===== src/rtl/music_event_recorder_pkg.sv =====
// Shared types and default widths for the note-stream recorder and the players
// that read back its {note_on, note, delay} messages.
package music_event_recorder_pkg;

    localparam int NOTE_BITS_DEF  = 6;
    localparam int DELAY_BITS_DEF = 8;
    localparam int ADDR_BITS_DEF  = 8;

    typedef enum logic [1:0] {
        IDLE   = 2'd0,
        RECORD = 2'd1,
        FLUSH  = 2'd2,
        DONE   = 2'd3
    } rec_state_t;

    // Message layout, delay in the low bits: {note_on, note, delay}.
    function automatic int msg_delay_lsb();
        return 0;
    endfunction

    function automatic int msg_note_lsb(input int delay_bits);
        return delay_bits;
    endfunction

    function automatic int msg_on_bit(input int note_bits, input int delay_bits);
        return note_bits + delay_bits;
    endfunction

endpackage


===== src/rtl/music_event_recorder_note_segment_timer.sv =====
// Tempo-tick counter for the current note segment; pulses sat_pulse on the tick
// that completes a full-length (all ones) segment and restarts from zero.
module note_segment_timer #(
    parameter int DELAY_BITS = 8
) (
    input  logic                  clk,
    input  logic                  rst,
    input  logic                  tick_en,
    input  logic                  clear,
    output logic [DELAY_BITS-1:0] cnt,
    output logic                  sat_pulse
);

    localparam logic [DELAY_BITS-1:0] CNT_MAX = '1;
    localparam logic [DELAY_BITS-1:0] CNT_SAT = {{(DELAY_BITS-1){1'b1}}, 1'b0};

    logic [DELAY_BITS-1:0] cnt_q;
    logic [DELAY_BITS-1:0] cnt_d;

    assign sat_pulse = tick_en && (cnt_q == CNT_SAT);
    assign cnt       = cnt_q;

    always_comb begin
        cnt_d = cnt_q;
        if (clear || sat_pulse) begin
            cnt_d = '0;
        end else if (tick_en && (cnt_q != CNT_MAX)) begin
            cnt_d = cnt_q + 1'b1;
        end
    end

    always_ff @(posedge clk or posedge rst) begin
        if (rst) begin
            cnt_q <= '0;
        end else begin
            cnt_q <= cnt_d;
        end
    end

endmodule


===== src/rtl/music_event_recorder.sv =====
// Records a live gate/note stream as {note_on, note, delay} messages written
// sequentially to a RAM port; msg_count is the resulting playback length.
module music_event_recorder
    import music_event_recorder_pkg::*;
#(
    parameter int NOTE_BITS  = NOTE_BITS_DEF,
    parameter int DELAY_BITS = DELAY_BITS_DEF,
    parameter int ADDR_BITS  = ADDR_BITS_DEF
) (
    input  logic                            clk10Mhz,
    input  logic                            reset,
    input  logic                            tick,
    input  logic                            start,
    input  logic                            stop,
    input  logic                            in_note_on,
    input  logic [NOTE_BITS-1:0]            in_note,
    output logic                            wr_en,
    output logic [ADDR_BITS-1:0]            wr_addr,
    output logic [1+NOTE_BITS+DELAY_BITS-1:0] wr_data,
    output logic [ADDR_BITS:0]              msg_count,
    output logic                            busy,
    output logic                            done,
    output logic                            overflow,
    output rec_state_t                      state_dbg
);

    localparam int KEY_BITS = 1 + NOTE_BITS;
    localparam int MSG_BITS = KEY_BITS + DELAY_BITS;
    localparam logic [ADDR_BITS:0] FULL_COUNT = {1'b1, {ADDR_BITS{1'b0}}};

    rec_state_t              state_q, state_d;
    logic                    on_q;
    logic [NOTE_BITS-1:0]    note_q;
    logic [KEY_BITS-1:0]     key_q, key_d;
    logic                    wr_en_q, wr_en_d;
    logic [ADDR_BITS-1:0]    wr_addr_q, wr_addr_d;
    logic [MSG_BITS-1:0]     wr_data_q, wr_data_d;
    logic [ADDR_BITS:0]      msg_count_q, msg_count_d;
    logic                    done_q, done_d;
    logic                    overflow_q, overflow_d;

    logic [NOTE_BITS-1:0]    cur_note;
    logic [KEY_BITS-1:0]     cur_key;
    logic                    seg_change;
    logic                    emit_req;
    logic [DELAY_BITS-1:0]   emit_delay;
    logic [DELAY_BITS-1:0]   cnt;
    logic                    sat_pulse;

    // Note index is meaningless with the gate low, so rests all share one key.
    assign cur_note = on_q ? note_q : '0;
    assign cur_key  = {on_q, cur_note};

    note_segment_timer #(
        .DELAY_BITS (DELAY_BITS)
    ) u_timer (
        .clk       (clk10Mhz),
        .rst       (reset),
        .tick_en   ((state_q == RECORD) && tick),
        .clear     ((state_q != RECORD) || seg_change),
        .cnt       (cnt),
        .sat_pulse (sat_pulse)
    );

    always_comb begin
        state_d     = state_q;
        key_d       = key_q;
        wr_en_d     = 1'b0;
        wr_addr_d   = wr_addr_q;
        wr_data_d   = wr_data_q;
        msg_count_d = msg_count_q;
        done_d      = done_q;
        overflow_d  = overflow_q;
        seg_change  = 1'b0;
        emit_req    = 1'b0;
        emit_delay  = cnt;

        case (state_q)
            IDLE, DONE: begin
                if (start && !stop) begin
                    state_d     = RECORD;
                    key_d       = cur_key;
                    wr_addr_d   = '0;
                    msg_count_d = '0;
                    done_d      = 1'b0;
                    overflow_d  = 1'b0;
                end
            end
            RECORD: begin
                // A tick on the change cycle still belongs to the old segment.
                seg_change = (cur_key != key_q);
                emit_delay = cnt + {{(DELAY_BITS-1){1'b0}}, tick};
                emit_req   = sat_pulse || (seg_change && (emit_delay != '0));
                key_d      = cur_key;
                if (stop) begin
                    state_d = FLUSH;
                end
            end
            FLUSH: begin
                emit_req = (cnt != '0);
                state_d  = DONE;
                done_d   = 1'b1;
            end
            default: begin
                state_d = IDLE;
            end
        endcase

        if (emit_req) begin
            if (msg_count_q == FULL_COUNT) begin
                overflow_d = 1'b1;
                state_d    = DONE;
                done_d     = 1'b1;
            end else begin
                wr_en_d     = 1'b1;
                wr_addr_d   = msg_count_q[ADDR_BITS-1:0];
                wr_data_d   = {key_q, emit_delay};
                msg_count_d = msg_count_q + 1'b1;
            end
        end
    end

    always_ff @(posedge clk10Mhz or posedge reset) begin
        if (reset) begin
            state_q     <= IDLE;
            on_q        <= 1'b0;
            note_q      <= '0;
            key_q       <= '0;
            wr_en_q     <= 1'b0;
            wr_addr_q   <= '0;
            wr_data_q   <= '0;
            msg_count_q <= '0;
            done_q      <= 1'b0;
            overflow_q  <= 1'b0;
        end else begin
            state_q     <= state_d;
            on_q        <= in_note_on;
            note_q      <= in_note;
            key_q       <= key_d;
            wr_en_q     <= wr_en_d;
            wr_addr_q   <= wr_addr_d;
            wr_data_q   <= wr_data_d;
            msg_count_q <= msg_count_d;
            done_q      <= done_d;
            overflow_q  <= overflow_d;
        end
    end

    assign wr_en     = wr_en_q;
    assign wr_addr   = wr_addr_q;
    assign wr_data   = wr_data_q;
    assign msg_count = msg_count_q;
    assign done      = done_q;
    assign overflow  = overflow_q;
    assign busy      = (state_q == RECORD) || (state_q == FLUSH);
    assign state_dbg = state_q;

endmodule

===== config.mk =====
export PLATFORM = sky130hd
export DESIGN_NAME = music_event_recorder
export DESIGN_NICKNAME = d
export VERILOG_FILES = /design/src/rtl/music_event_recorder_pkg.sv /design/src/rtl/music_event_recorder_note_segment_timer.sv /design/src/rtl/music_event_recorder.sv
export SDC_FILE = /design/constraint.sdc
export NUM_CORES = 1
export LEC_CHECK = 0
export ABC_CLOCK_PERIOD_IN_PS = 2500
export CAP_MARGIN = 10
export CORE_MARGIN = 2
export CORE_UTILIZATION = 50
export DETAILED_ROUTE_END_ITERATION = 8
export DONT_BUFFER_PORTS = 1
export PLACE_DENSITY = 0.77
export SLEW_MARGIN = 15
export SYNTH_ARGS = -nofsm -noshare
export SYNTH_HDL_FRONTEND = slang
export SYNTH_SLANG_ARGS = --single-unit
export TNS_END_PERCENT = 10

===== constraint.sdc =====
create_clock -name clk10Mhz -period 2.5 [get_ports clk10Mhz]
set_clock_uncertainty 0.2 [all_clocks]
set_input_delay 0.75 -clock clk10Mhz [delete_from_list [all_inputs] [get_ports clk10Mhz]]
set_output_delay 0.75 -clock clk10Mhz [all_outputs]
set_load 0.01 [all_outputs]

======== After elaboration in Yosys (flattened, before gate mapping) ========
Index checks and enable logic that the tools add are counted.
storage, ports and cells
  bits in registers ....................... 59
  bits of input ports ..................... 12
  output and inout bits ................... 38
  logic and storage cells ................. 73
operators by class
  add/subtract/negate cells ............... 3
  equality and inequality tests ........... 9
  muxes and demuxes ....................... 31
  bitwise gates (word level) .............. 1
  reductions and logical operators ........ 18
operators with widths
  cell                   number
  $mux W8                7
  $mux W9                4
  $reduce_bool A8 Y1     2
  $pmux W7 S2            1
  $mux W1                10
  $add A9 B1 Y9 const B  1
  $eq A9 B9 Y1 const B   1
  $add A8 B1 Y8          1
  $add A8 B1 Y8 const B  1
  $eq A8 B8 Y1 const B   1
  $mux W2                4
  $ne A8 B8 Y1 const B   1
  $mux W7                1
  $ne A7 B7 Y1           1
  $mux W6                1
  $pmux W2 S3            1
  $logic_and A1 B1 Y1    5
  $eq A2 B2 Y1 const B   2
  $logic_or A1 B1 Y1     4
  $pmux W1 S2            2
  $reduce_and A2 Y1      2
  $reduce_bool A2 Y1     2
  $eq A2 B1 Y1 const B   1
  $logic_not A2 Y1       1
  other kinds (5)        5

======== Longest topological paths before layout ========
Gate-level depths: netlist of run 1.
  depth in word-level cells ............... 6
  mapped depth ............................ 11
  gate-level depth less buffers ........... 9

======== Hierarchy ========
A second synthesis of run 1 with hierarchy kept.
second synthesis, totals
  cells, all modules ...................... 307
  area total of the unflattened synthesis .. 3194.3 um2
modules (own cells, without submodules)
  module                times used  cells each  area each (um2)  seq. area each (um2)
  music_event_recorder  1           256         2666.3           1276.2
  note_segment_timer    1           51          528.0            200.2

======== Worst setup path before layout of run 1 ========
No wires, ideal clock.
  kind .................................... input to register
  from .................................... input port tick
  to ...................................... register wr_data_q[10] (netlist: wr_data[10])
  setup time .............................. 125 ps
  data arrival time ....................... 2494 ps
  data required time ...................... 2175 ps
  slack ................................... -319 ps
  stages on the path ...................... 10
  path buffers ............................ 2
  cells stage by stage .................... ha_1 ha_1 or2_0 o21ai_0 a32o_1 a41oi_2 a31o_1 buf_6 buf_6 mux2_4
on the way
  longest elaborated chain between the ends .. 6
  elaborated cells between the ends (all ways) .. 8
  classes of those cells .................. add/sub: 1; mux: 1; reduce/logical: 6
ends and longest elaborated chain
  what                             line                         RTL
  start, declared                  music_event_recorder.sv:12   input logic tick,
  $add A8 B1 Y8                    music_event_recorder.sv:92   emit_delay = cnt + {{(DELAY_BITS-1){1'b0}}, tick};
  $reduce_bool A8 Y1               music_event_recorder.sv:93   emit_req = sat_pulse || (seg_change && (emit_delay != '0));
  $logic_and A1 B1 Y1              music_event_recorder.sv:93
  $logic_or A1 B1 Y1 (*)           music_event_recorder.sv:93
  $pmux W1 S2 (*)                  music_event_recorder.sv:78   case (state_q)
  $reduce_and A2 Y1 (no line) (*)  --
  end signal, assigned             music_event_recorder.sv:142  wr_data_q <= wr_data_d;
  end, declared                    music_event_recorder.sv:37   logic [MSG_BITS-1:0] wr_data_q, wr_data_d;
Every way passes the cells marked *; elsewhere a longest branch is shown, timed or not.
A chain may end at the register's enable or synchronous reset.

======== Worst setup path in the final report of run 1 ========
  from .................................... register u_timer.cnt_q[0] (netlist: u_timer.cnt[0])
  to ...................................... register wr_data_q[8] (netlist: wr_data[8])
on the way
  longest elaborated chain between the ends .. 6
  elaborated cells between the ends (all ways) .. 9
  classes of those cells .................. add/sub: 1; eq/ne: 1; mux: 1; reduce/logical: 6
ends and longest elaborated chain
  what                             line                                           RTL
  start, declared                  music_event_recorder_note_segment_timer.sv:17  logic [DELAY_BITS-1:0] cnt_q;
  start signal, assigned           music_event_recorder_note_segment_timer.sv:36  cnt_q <= cnt_d;
  $add A8 B1 Y8                    music_event_recorder.sv:92
  $reduce_bool A8 Y1               music_event_recorder.sv:93
  $logic_and A1 B1 Y1              music_event_recorder.sv:93
  $logic_or A1 B1 Y1               music_event_recorder.sv:93
  $pmux W1 S2 (*)                  music_event_recorder.sv:78
  $reduce_and A2 Y1 (no line) (*)  --
Marked as above.

==> flow_summary.json, run 1 <==
{
  "drt_iter0_drc": 104,
  "rows": 28,
  "clk_path_buf_depth": 2,
  "synth_async_sr_flop_share_pct": 100,
  "initial_core_util_pct": 51.4,
  "status": "finished, final reports clean",
  "ctsRootBufferMaster": "clkbuf_8",
  "antenna_cells": 0,
  "max-cap-violations": 0,
  "dp_hpwl_um": 4660,
  "drtAntennaViolNets": 0,
  "die_width_um": 81.5,
  "synth_cell_type_count": 55,
  "setup_viol": 0,
  "ctsHtreeMaxLevel": 3,
  "synth_seq_cells": 59,
  "grt_usage_pct": 21.4,
  "rr_worst_depth": 9,
  "io_pins": 50,
  "yosysWarnings": 0,
  "synth.cell_area_sq_um": 3010,
  "place_ws_ns": -0.221,
  "area_growth_pct": 18.3,
  "final_util_pct": 60.8,
  "drc": 0,
  "total_power_uw": 3380,
  "yosysTopAreaCell": "dfrtp_1",
  "fillers": 457,
  "holdWs_ns": 0.0846,
  "die_y_um": 81.5,
  "fin_area_sq_um": 3550,
  "hold_violations": 0,
  "fmax_mhz": 410,
  "port_buffers": 0,
  "ys.flop_type": "dfrtp_1",
  "peakVddDrop_mv": 0.573,
  "vias_per_cell": 5.56,
  "slew_headroom_pct": 70.8,
  "antenna_found_initial": 0,
  "num_vias": 2300,
  "clkTransAtPathRegs_ns": 0.07,
  "syn_inst": 309,
  "startpoint_type": "flop",
  "core_area_sq_um": 5850,
  "final_cell_mix": "dfrtp_1, nand2_1, buf_4",
  "crit_fanout": 6,
  "tightest_slew_ns": 0.437,
  "synth-edff-count": 0,
  "routed_wl_um": 6700,
  "final_common_cell": "dfrtp_1",
  "routabilityCongestion": 0.858,
  "timing.final.ws_setup_ns": 0.0584,
  "grt_start_max_net_pins": 42,
  "layout-drive-gt1-share_pct": 21.2,
  "place_area_sq_um": 3270,
  "grt_pass1_vias": 2193,
  "crit_required_ns": 2.53,
  "synth_nets": 330,
  "dr.pass1.iters": 4,
  "nets": 355,
  "clk_latency_ns": 0.34,
  "power_leakage_uw": 0.00153,
  "ys_seq_area_share_pct": 49.1,
  "overflow": 0,
  "synthTopCellsByArea": "dfrtp_1, nand2_1, ha_1, o21ai_0, nor2_1",
  "hold_path.class": "input port to async pin",
  "fin_crit_sh_pct": 97.7,
  "path_class": "flop to flop",
  "p_per_area_nw_per_um2": 952,
  "cts.sinks": 59,
  "yosys.area.top_type_share_pct": 49.1,
  "avgSynthCellArea_sq_um": 9.73,
  "cts_hold_repair.buffers": 0,
  "cp.arrival_ns": 2.47,
  "slew_violations": 0,
  "dieArea_sq_um": 6650,
  "cts-buffers-inserted": 9,
  "worstSetupEndpointType": "flop",
  "post-route-min-period_ns": 2.44,
  "wl_per_cell_um": 16.2,
  "cts_tree": "yes",
  "grt_pass1_wl_um": 10700
}
-- area by class of cell --
type	instances	area, sq um	share of cell area [%]
clock buffer	12	165	4.65
inverter	18	67.6	1.90
clock inverter	4	47.5	1.34
tap	75	93.8	2.64
sequential	59	1480	41.6
multi-input combinational	217	1430	40.2
timing repair buffer	29	273	7.67
-- cell families (layout without fill, tap and decap cells) --
logic type	Yosys count	count (layout)	synth area share [%]
xor gates and xnor gates	15	15	4.37
AOI/OAI and AO/OA	61	61	13.2
buffers and inverters	33	63	5.62
muxes	11	11	4.37
DFF	59	59	49.1
and+or+nand+nor	121	121	19.6
adders and majority gates	9	9	3.75
-- critical path, cell delays in order (launching register included) --
cell and delay [ns]:
dfrtp_1 0.41, ha_4 0.18, ha_4 0.17, or2_1 0.25, o21ai_2 0.07, a32o_2 0.16, a41oi_4 0.14, a31o_4 0.29
clkbuf_16 0.16, mux2_4 0.29
-- path summary, 6_finish.rpt --
check	slack (ns)	end	from
min	0.08	wr_data[3]	reset
max in group asynchronous	1.44	on_q	reset
max reg2reg	0.06	wr_data[8]	u_timer.cnt[0]
min in group clk10Mhz	0.23	on_q	in_note_on
min reg2reg	0.34	key_q[4]	key_q[4]
max	0.06	wr_data[8]	u_timer.cnt[0]
-- cells in the mapped netlist (2+ instances only) --
cell and instances:
buf_6 4, a31oi_1 3, dfrtp_1 59, nor4b_1 2, mux2_4 3, buf_4 2
nand3_1 7, o31ai_1 2, and3_1 3, a31o_1 2, clkbuf_1 2, or3_1 10
a21oi_1 12, buf_2 6, inv_1 18, nand4_1 3, o22ai_1 2, nor2_1 24
xnor2_1 5, mux2_2 5, nand2_1 53, nand2b_1 2, ha_1 9, xor2_1 10
o221ai_1 5, a211o_1 2, o211ai_1 3, mux2i_1 3, and2_1 2, o21ai_0 21
-- state kept, by name, summed over array words and instances (netlist names) --
name         cells
done             1
key_q            7
msg_count        9
note_q           6
on_q             1
overflow         1
state_dbg        2
u_timer.cnt      8
wr_addr          8
wr_data         15
wr_en            1
-- routing by layer --
| layer | part of all wire (%) | vias up | track usage (%) |
|---|---|---|---|
| li1 | - | 1123 | - |
| met1 | 46 | 1115 | 28.6 |
| met2 | 47 | 49 | 32.7 |
| met3 | 4.3 | 13 | 4.51 |
| met4 | 2.3 | 0 | 11.0 |
| met5 | 0 | - | 0 |
-- report_power, final --
part	switching [uW]	internal [uW]	leakage [uW]
clock network	387	538	0.000108
registers	266	1180	0.000768
logic	524	488	0.000654
-- per-stage QoR --
step / TNS (ns) / instances
3_5_place_dp: -4.80 / 397
4_1_cts: 0 / 413
5_1_grt: -0.0182 / 414
2_1_floorplan: -1.16 / 309
3_3_place_gp: -2.36 / 397
6_report: 0 / 414
-- timing repair --
| item | 4_1_cts | 5_1_grt |
|---|---|---|
| setup buffers | 0 | 0 |
| setup endpoints to repair | 0 | 19 |
| resized for setup | 0 | 12 |
No activity file was read; power rests on OpenSTA's default activity.
==> run 2: changes to the inputs <==
--- a/config.mk
+++ b/config.mk
@@ -5,9 +5,10 @@
 export SDC_FILE = /design/constraint.sdc
 export NUM_CORES = 1
 export LEC_CHECK = 0
+export ABC_AREA = 1
 export ABC_CLOCK_PERIOD_IN_PS = 2500
 export CAP_MARGIN = 10
-export CORE_MARGIN = 2
+export CORE_MARGIN = 10
 export CORE_UTILIZATION = 50
 export DETAILED_ROUTE_END_ITERATION = 8
 export DONT_BUFFER_PORTS = 1
==> flow_summary.json, run 2 <==
{
  "status": "finished, final reports clean",
  "path_class": "flop to output port",
  "ys.flop_type": "dfrtp_1",
  "avgSynthCellArea_sq_um": 8.02,
  "largest_register_ffs": 15,
  "die_width_um": 99.1,
  "slew_headroom_pct": 63.6,
  "core_area_sq_um": 5990,
  "synth_most_common_cell": "nand2_1",
  "startpoint_type": "flop",
  "vias_per_cell": 5.45,
  "setup_viol": 0,
  "num_vias": 2676,
  "grt_pass1_vias": 2591,
  "fmax_mhz": 416,
  "grt_start_max_net_pins": 40,
  "worstSetupEndpointType": "output port",
  "rows": 28,
  "synth_async_sr_flop_share_pct": 100,
  "layout-drive-gt1-share_pct": 13.9,
  "cp_common_cell": "inv_1",
  "area_growth_pct": 15.8,
  "critPathSlowestCell": "dfrtp_1",
  "reg2reg_from": "u_timer.cnt[0]",
  "slew_violations": 0,
  "peakVddDrop_mv": 0.546,
  "ctsHtreeMaxLevel": 3,
  "dp.cells": 469,
  "regArea_sq_um": 1480,
  "routabilityCongestion": 0.923,
  "p_comb_share_pct": 27.5,
  "synthTopCellsByCount": "nand2_1, dfrtp_1, inv_1",
  "synthTopCellsByArea": "dfrtp_1, nand2_1, o21ai_0, nand3_1, inv_1",
  "cts.sinks": 59,
  "clkTransAtPathRegs_ns": 0.07,
  "dr.pass1.iters": 5,
  "crit_fanout": 6,
  "grt_usage_pct": 15.2,
  "p_per_area_nw_per_um2": 890,
  "finalSetupTns_ns": 0,
  "fin_crit_sh_pct": 96.2,
  "cts_hold_repair.buffers": 0,
  "clk_path_buf_depth": 2,
  "overflow": 0,
  "io_pins": 50,
  "fillers": 505,
  "rr_worst_depth": 14,
  "die_y_um": 99.1,
  "dp_hpwl_um": 5440,
  "synth.cell_area_sq_um": 3130,
  "crit_required_ns": 1.55,
  "swShare_pct": 35.9,
  "initial_core_util_pct": 52.2,
  "crit_chain": "inv_1 > ha_1 > inv_1",
  "nets": 432,
  "ys_seq_area_share_pct": 47.2,
  "p_sw_uw": 1160,
  "clk_latency_ns": 0.34,
  "tightest_slew_ns": 0.546,
  "p_seq_share_pct": 41.8,
  "routed_wl_um": 7650,
  "syn_inst": 390,
  "synth_nets": 411,
  "fin_cells": 491,
  "cts-buffers-inserted": 9,
  "ctsRootBufferMaster": "clkbuf_8",
  "worst_path_largest_cell_delay_ns": 0.48,
  "hold_path.class": "input port to async pin",
  "wl_per_cell_um": 15.6,
  "hold_violations": 0,
  "p_clk_share_pct": 30.7,
  "grt_pass1_wl_um": 12400,
  "antenna_cells": 0,
  "synth_seq_cells": 59,
  "dieArea_sq_um": 9820,
  "final_common_cell": "nand2_1",
  "reg2reg_slack_ns": 0.12,
  "yosysWarnings": 0,
  "synth_cell_type_count": 30,
  "yosys.area.top_type_share_pct": 47.2,
  "antenna_found_initial": 0,
  "max-cap-violations": 0,
  "drtAntennaViolNets": 0,
  "drt_iter0_drc": 198,
  "power_leakage_uw": 0.00177,
  "synth-edff-count": 0,
  "p_int_uw": 2070,
  "post-route-min-period_ns": 2.41,
  "port_buffers": 0,
  "yosysTopAreaCell": "dfrtp_1",
  "r2r-end": "msg_count[7]",
  "final_cell_mix": "nand2_1, dfrtp_1, inv_1",
  "cp.arrival_ns": 1.46,
  "multi_input_area_sq_um": 1470,
  "drc": 0,
  "cts_tree": "yes"
}
==> run 2: cell types whose count changed in the layout (fill, tap and decap cells not counted), sizes merged, moves of 4 or more <==
cell    delta
inv       +23
o21ai     +22
nand2     +69
nand4      +6
xnor2      -4
or3       -10
o221ai     -5
buf        -8
mux2       -7
nand3     +24
==> run 2: what timing repair did <==
item	in CTS	in global routing
setup endpoints to repair	0	35
gates resized for setup	0	4
buffers inserted	0	3
==> run 2: metrics by stage <==
step	power (uW)	worst slack (ns)	utilization, %	cell area (sq um)	hold WS, ns
after global routing	3410	-0.00581	60.5	3620	0.110
after CTS	3180	0.0196	59.1	3540	0.105
final	3230	0.0949	60.5	3620	0.0974
after floorplan	1960	-0.0421	-	3170	0.297
after detailed placement	2190	-0.242	55.4	3320	0.342
after global placement	2150	-0.191	55.4	3320	0.329
==> run 2: power by group through the flow <==
stage | clock network (uW) | registers, uW | logic [uW]
after floorplan | 0 | 1310 | 652
after global placement | 0 | 1370 | 785
after detailed placement | 0 | 1380 | 817
after CTS | 1000 | 1360 | 826
after global routing | 1040 | 1380 | 1000
final | 990 | 1350 | 887
==> run 2: cell type report <==
cell class	instances	share of cell area, %
inverter	41	4.25
tap	75	2.59
sequential	59	40.8
timing repair buffer	21	5.63
multi-input combinational	279	40.5
clock inverter	6	2.45
clock buffer	10	3.80
==> run 2: how the worst max path moves through the flow <==
stage | end | cells past startpoint | startpoint | slack [ns]
after global routing | msg_count[4] | 14 | u_timer.cnt[0] | -0.006
after CTS | wr_addr[0] | 14 | u_timer.cnt[0] | 0.02
final | busy | 3 | state_dbg[0] | 0.09
after global placement | msg_count[3] | 14 | tick | -0.19
after detailed placement | msg_count[3] | 14 | tick | -0.24
after floorplan | msg_count[7] | 14 | tick | -0.04
==> run 2: worst max-delay path: cells and delay by family, from the launching register on <==
family / cells / cell delay, ns
DFF: 1 / 0.48
adders and majority gates: 1 / 0.37
buffers and inverters: 2 / 0.26
==> run 2: routing by layer <==
layer / up-vias / wire [um] / track usage (%)
met5: - / 0 / 0
met4: 0 / 66 / 4.74
li1: 1311 / - / -
met2: 99 / 3690 / 24.6
met1: 1258 / 3340 / 19.0
met3: 8 / 557 / 4.71
==> run 2: cell families (layout without fill, tap and decap cells) <==
group / Yosys count / after routing / synth area share, %
flip-flops: 59 / 59 / 47.2
multiplexers: 1 / 1 / 0.360
XOR/XNOR: 11 / 11 / 3.08
AND/OR/NAND/NOR: 197 / 199 / 28.0
buffers and inverters: 54 / 78 / 8.00
AO/OA/AOI/OAI: 59 / 59 / 9.80
adder cells (fa/ha/maj): 9 / 9 / 3.60
==> run 3: changes to the inputs <==
--- a/config.mk
+++ b/config.mk
@@ -6,10 +6,11 @@
 export NUM_CORES = 1
 export LEC_CHECK = 0
 export ABC_AREA = 1
-export ABC_CLOCK_PERIOD_IN_PS = 2500
+export ABC_CLOCK_PERIOD_IN_PS = 2000
 export CAP_MARGIN = 10
 export CORE_MARGIN = 10
 export CORE_UTILIZATION = 50
+export CTS_CLUSTER_DIAMETER = 100
 export DETAILED_ROUTE_END_ITERATION = 8
 export DONT_BUFFER_PORTS = 1
 export PLACE_DENSITY = 0.77
==> constraint.sdc (replaced) <==
create_clock -name clk10Mhz -period 2 [get_ports clk10Mhz]
set_clock_uncertainty 0.2 [all_clocks]
set_input_delay 0.6 -clock clk10Mhz [delete_from_list [all_inputs] [get_ports clk10Mhz]]
set_output_delay 0.6 -clock clk10Mhz [all_outputs]
set_load 0.01 [all_outputs]
==> flow_summary.json, run 3 (synthesis gave the netlist of run 2 again) <==
{
  "status": "finished with violations",
  "violations": "negative setup slack",
  "p_seq_share_pct": 38.7,
  "p_per_area_nw_per_um2": 1070,
  "antenna_cells": 0,
  "cts.sinks": 59,
  "die_y_um": 99.1,
  "timing.final.ws_setup_ns": -0.310,
  "cp.arrival_ns": 2.35,
  "overflow": 0,
  "dr.pass1.iters": 6,
  "vias_per_cell": 5.41,
  "io_pins": 50,
  "nets": 461,
  "fin_crit_sh_pct": 115,
  "dp_hpwl_um": 5570,
  "port_buffers": 0,
  "cts-buffers-inserted": 9,
  "num_vias": 2811,
  "fmax_mhz": 433,
  "swShare_pct": 37.5,
  "tightest_slew_ns": 0.344,
  "dp.cells": 497,
  "hold_path.class": "input port to flop",
  "die_width_um": 99.1,
  "p_sw_uw": 1630,
  "worstSetupEndpointType": "flop",
  "slew_violations": 0,
  "p_int_uw": 2720,
  "grt_pass1_vias": 2829,
  "fin_cells": 520,
  "p_clk_share_pct": 26.4,
  "core_area_sq_um": 5990,
  "ctsRootBufferMaster": "clkbuf_8",
  "crit_required_ns": 2.04,
  "largest_register_ffs": 15,
  "clk_latency_ns": 0.35,
  "hold_violations": 0,
  "cts_tree": "yes",
  "holdWs_ns": 0.0683,
  "antenna_found_initial": 0,
  "drtAntennaViolNets": 0,
  "grt_usage_pct": 15.9,
  "place_area_sq_um": 3600,
  "p_comb_share_pct": 34.9,
  "peakVddDrop_mv": 0.661,
  "final_common_cell": "nand2_1",
  "fin_area_sq_um": 4070,
  "startpoint_type": "flop",
  "clk_path_buf_depth": 2,
  "drc": 0,
  "path_class": "flop to flop",
  "routed_wl_um": 7910,
  "setup_viol": 38,
  "crit_fanout": 6,
  "area_growth_pct": 30.2,
  "post-route-min-period_ns": 2.31,
  "routabilityCongestion": 0.884,
  "power_leakage_uw": 0.00198,
  "wl_per_cell_um": 15.2,
  "drt_iter0_drc": 122,
  "dieArea_sq_um": 9820,
  "clkTransAtPathRegs_ns": 0.08,
  "grt_start_max_net_pins": 60,
  "rows": 28,
  "ctsHtreeMaxLevel": 3,
  "rsz0062_at_grt": "yes",
  "max-cap-violations": 0,
  "final_cell_mix": "nand2_1, dfrtp_1, buf_4",
  "place_ws_ns": -0.493,
  "slew_headroom_pct": 76.8,
  "initial_core_util_pct": 52.2,
  "grt_pass1_wl_um": 13000,
  "layout-drive-gt1-share_pct": 28.8
}
-- run 3: cell types whose count changed in the layout (fill, tap and decap cells not counted), moves of 4 or more --
cell     previous run  this run
nand2_2             4        19
inv_1              40        36
buf_4              17        37
nand3_2             2        14
nand2_1           114        97
buf_12              2         6
nand3_1            30        18
-- run 3: final cells by class --
type	instances	area, sq um
Timing Repair Buffer	50	505
Inverter	41	156
Clock inverter	7	82.6
Tap cell	75	93.8
Multi-Input combinational cell	279	1630
Sequential cell	59	1480
Fill cell	464	1920
Clock buffer	9	124
-- run 3: layer usage --
layer | GRT usage (%) | vias to the layer above | share of wire (%)
met5 | 0 | - | 0
met4 | 7.06 | 0 | 1.4
met3 | 5.33 | 12 | 7.7
met2 | 26.6 | 78 | 50
met1 | 18.1 | 1356 | 41
li1 | - | 1365 | -
-- run 3: repair_timing --
item | 4_1_cts | 5_1_grt
gates cloned | 2 | 2
setup endpoints to repair | 38 | 47
setup buffers | 2 | 0
resized for setup | 20 | 31
hold endpoints to repair | 10 | 0
hold buffers | 1 | 0
pin swaps | 17 | 9
-- run 3: worst max-delay path, cell delays in order (launching register included) --
cell	delay, ns
dfrtp_1	0.41
ha_4	0.18
ha_4	0.21
or2_4	0.23
nor2_4	0.09
nand2_1	0.05
nor2_1	0.10
nand3_1	0.07
nand2_1	0.09
nand2_2	0.06
nand2_4	0.12
buf_6	0.11
buf_6	0.10
nand2_8	0.06
nand2_1	0.06
o21ai_1	0.06
-- run 3: power by group through the flow --
stage | combinational, uW | sequential (uW) | clock, uW
2_1_floorplan | 831 | 1650 | 0
3_3_place_gp | 1230 | 1700 | 0
3_5_place_dp | 1280 | 1700 | 0
5_1_grt | 1680 | 1720 | 1200
6_report | 1520 | 1680 | 1150
4_1_cts | 1440 | 1690 | 1150
-- run 3: final timing paths --
| path | slack (ns) | to | startpoint | cells after the start |
|---|---|---|---|---|
| max | -0.31 | msg_count[8] | u_timer.cnt[0] | 15 |
| min | 0.07 | on_q | in_note_on | 0 |
| max reg2reg | -0.31 | msg_count[8] | u_timer.cnt[0] | 15 |
| min reg2reg | 0.34 | wr_data[13] | key_q[5] | 2 |
| max in group asynchronous | 0.78 | u_timer.cnt[5] | reset | 3 |
| min in group asynchronous | 0.56 | note_q[1] | reset | 3 |
-- run 3: metrics by stage --
stage	setup TNS (ns)	util, %	total power, uW
6_report	-10.24	68.0	4350
2_1_floorplan	-28.66	-	2480
3_5_place_dp	-16.40	60.1	2980
5_1_grt	-15.03	68.0	4600
3_3_place_gp	-15.52	60.1	2930
4_1_cts	-10.17	65.8	4280
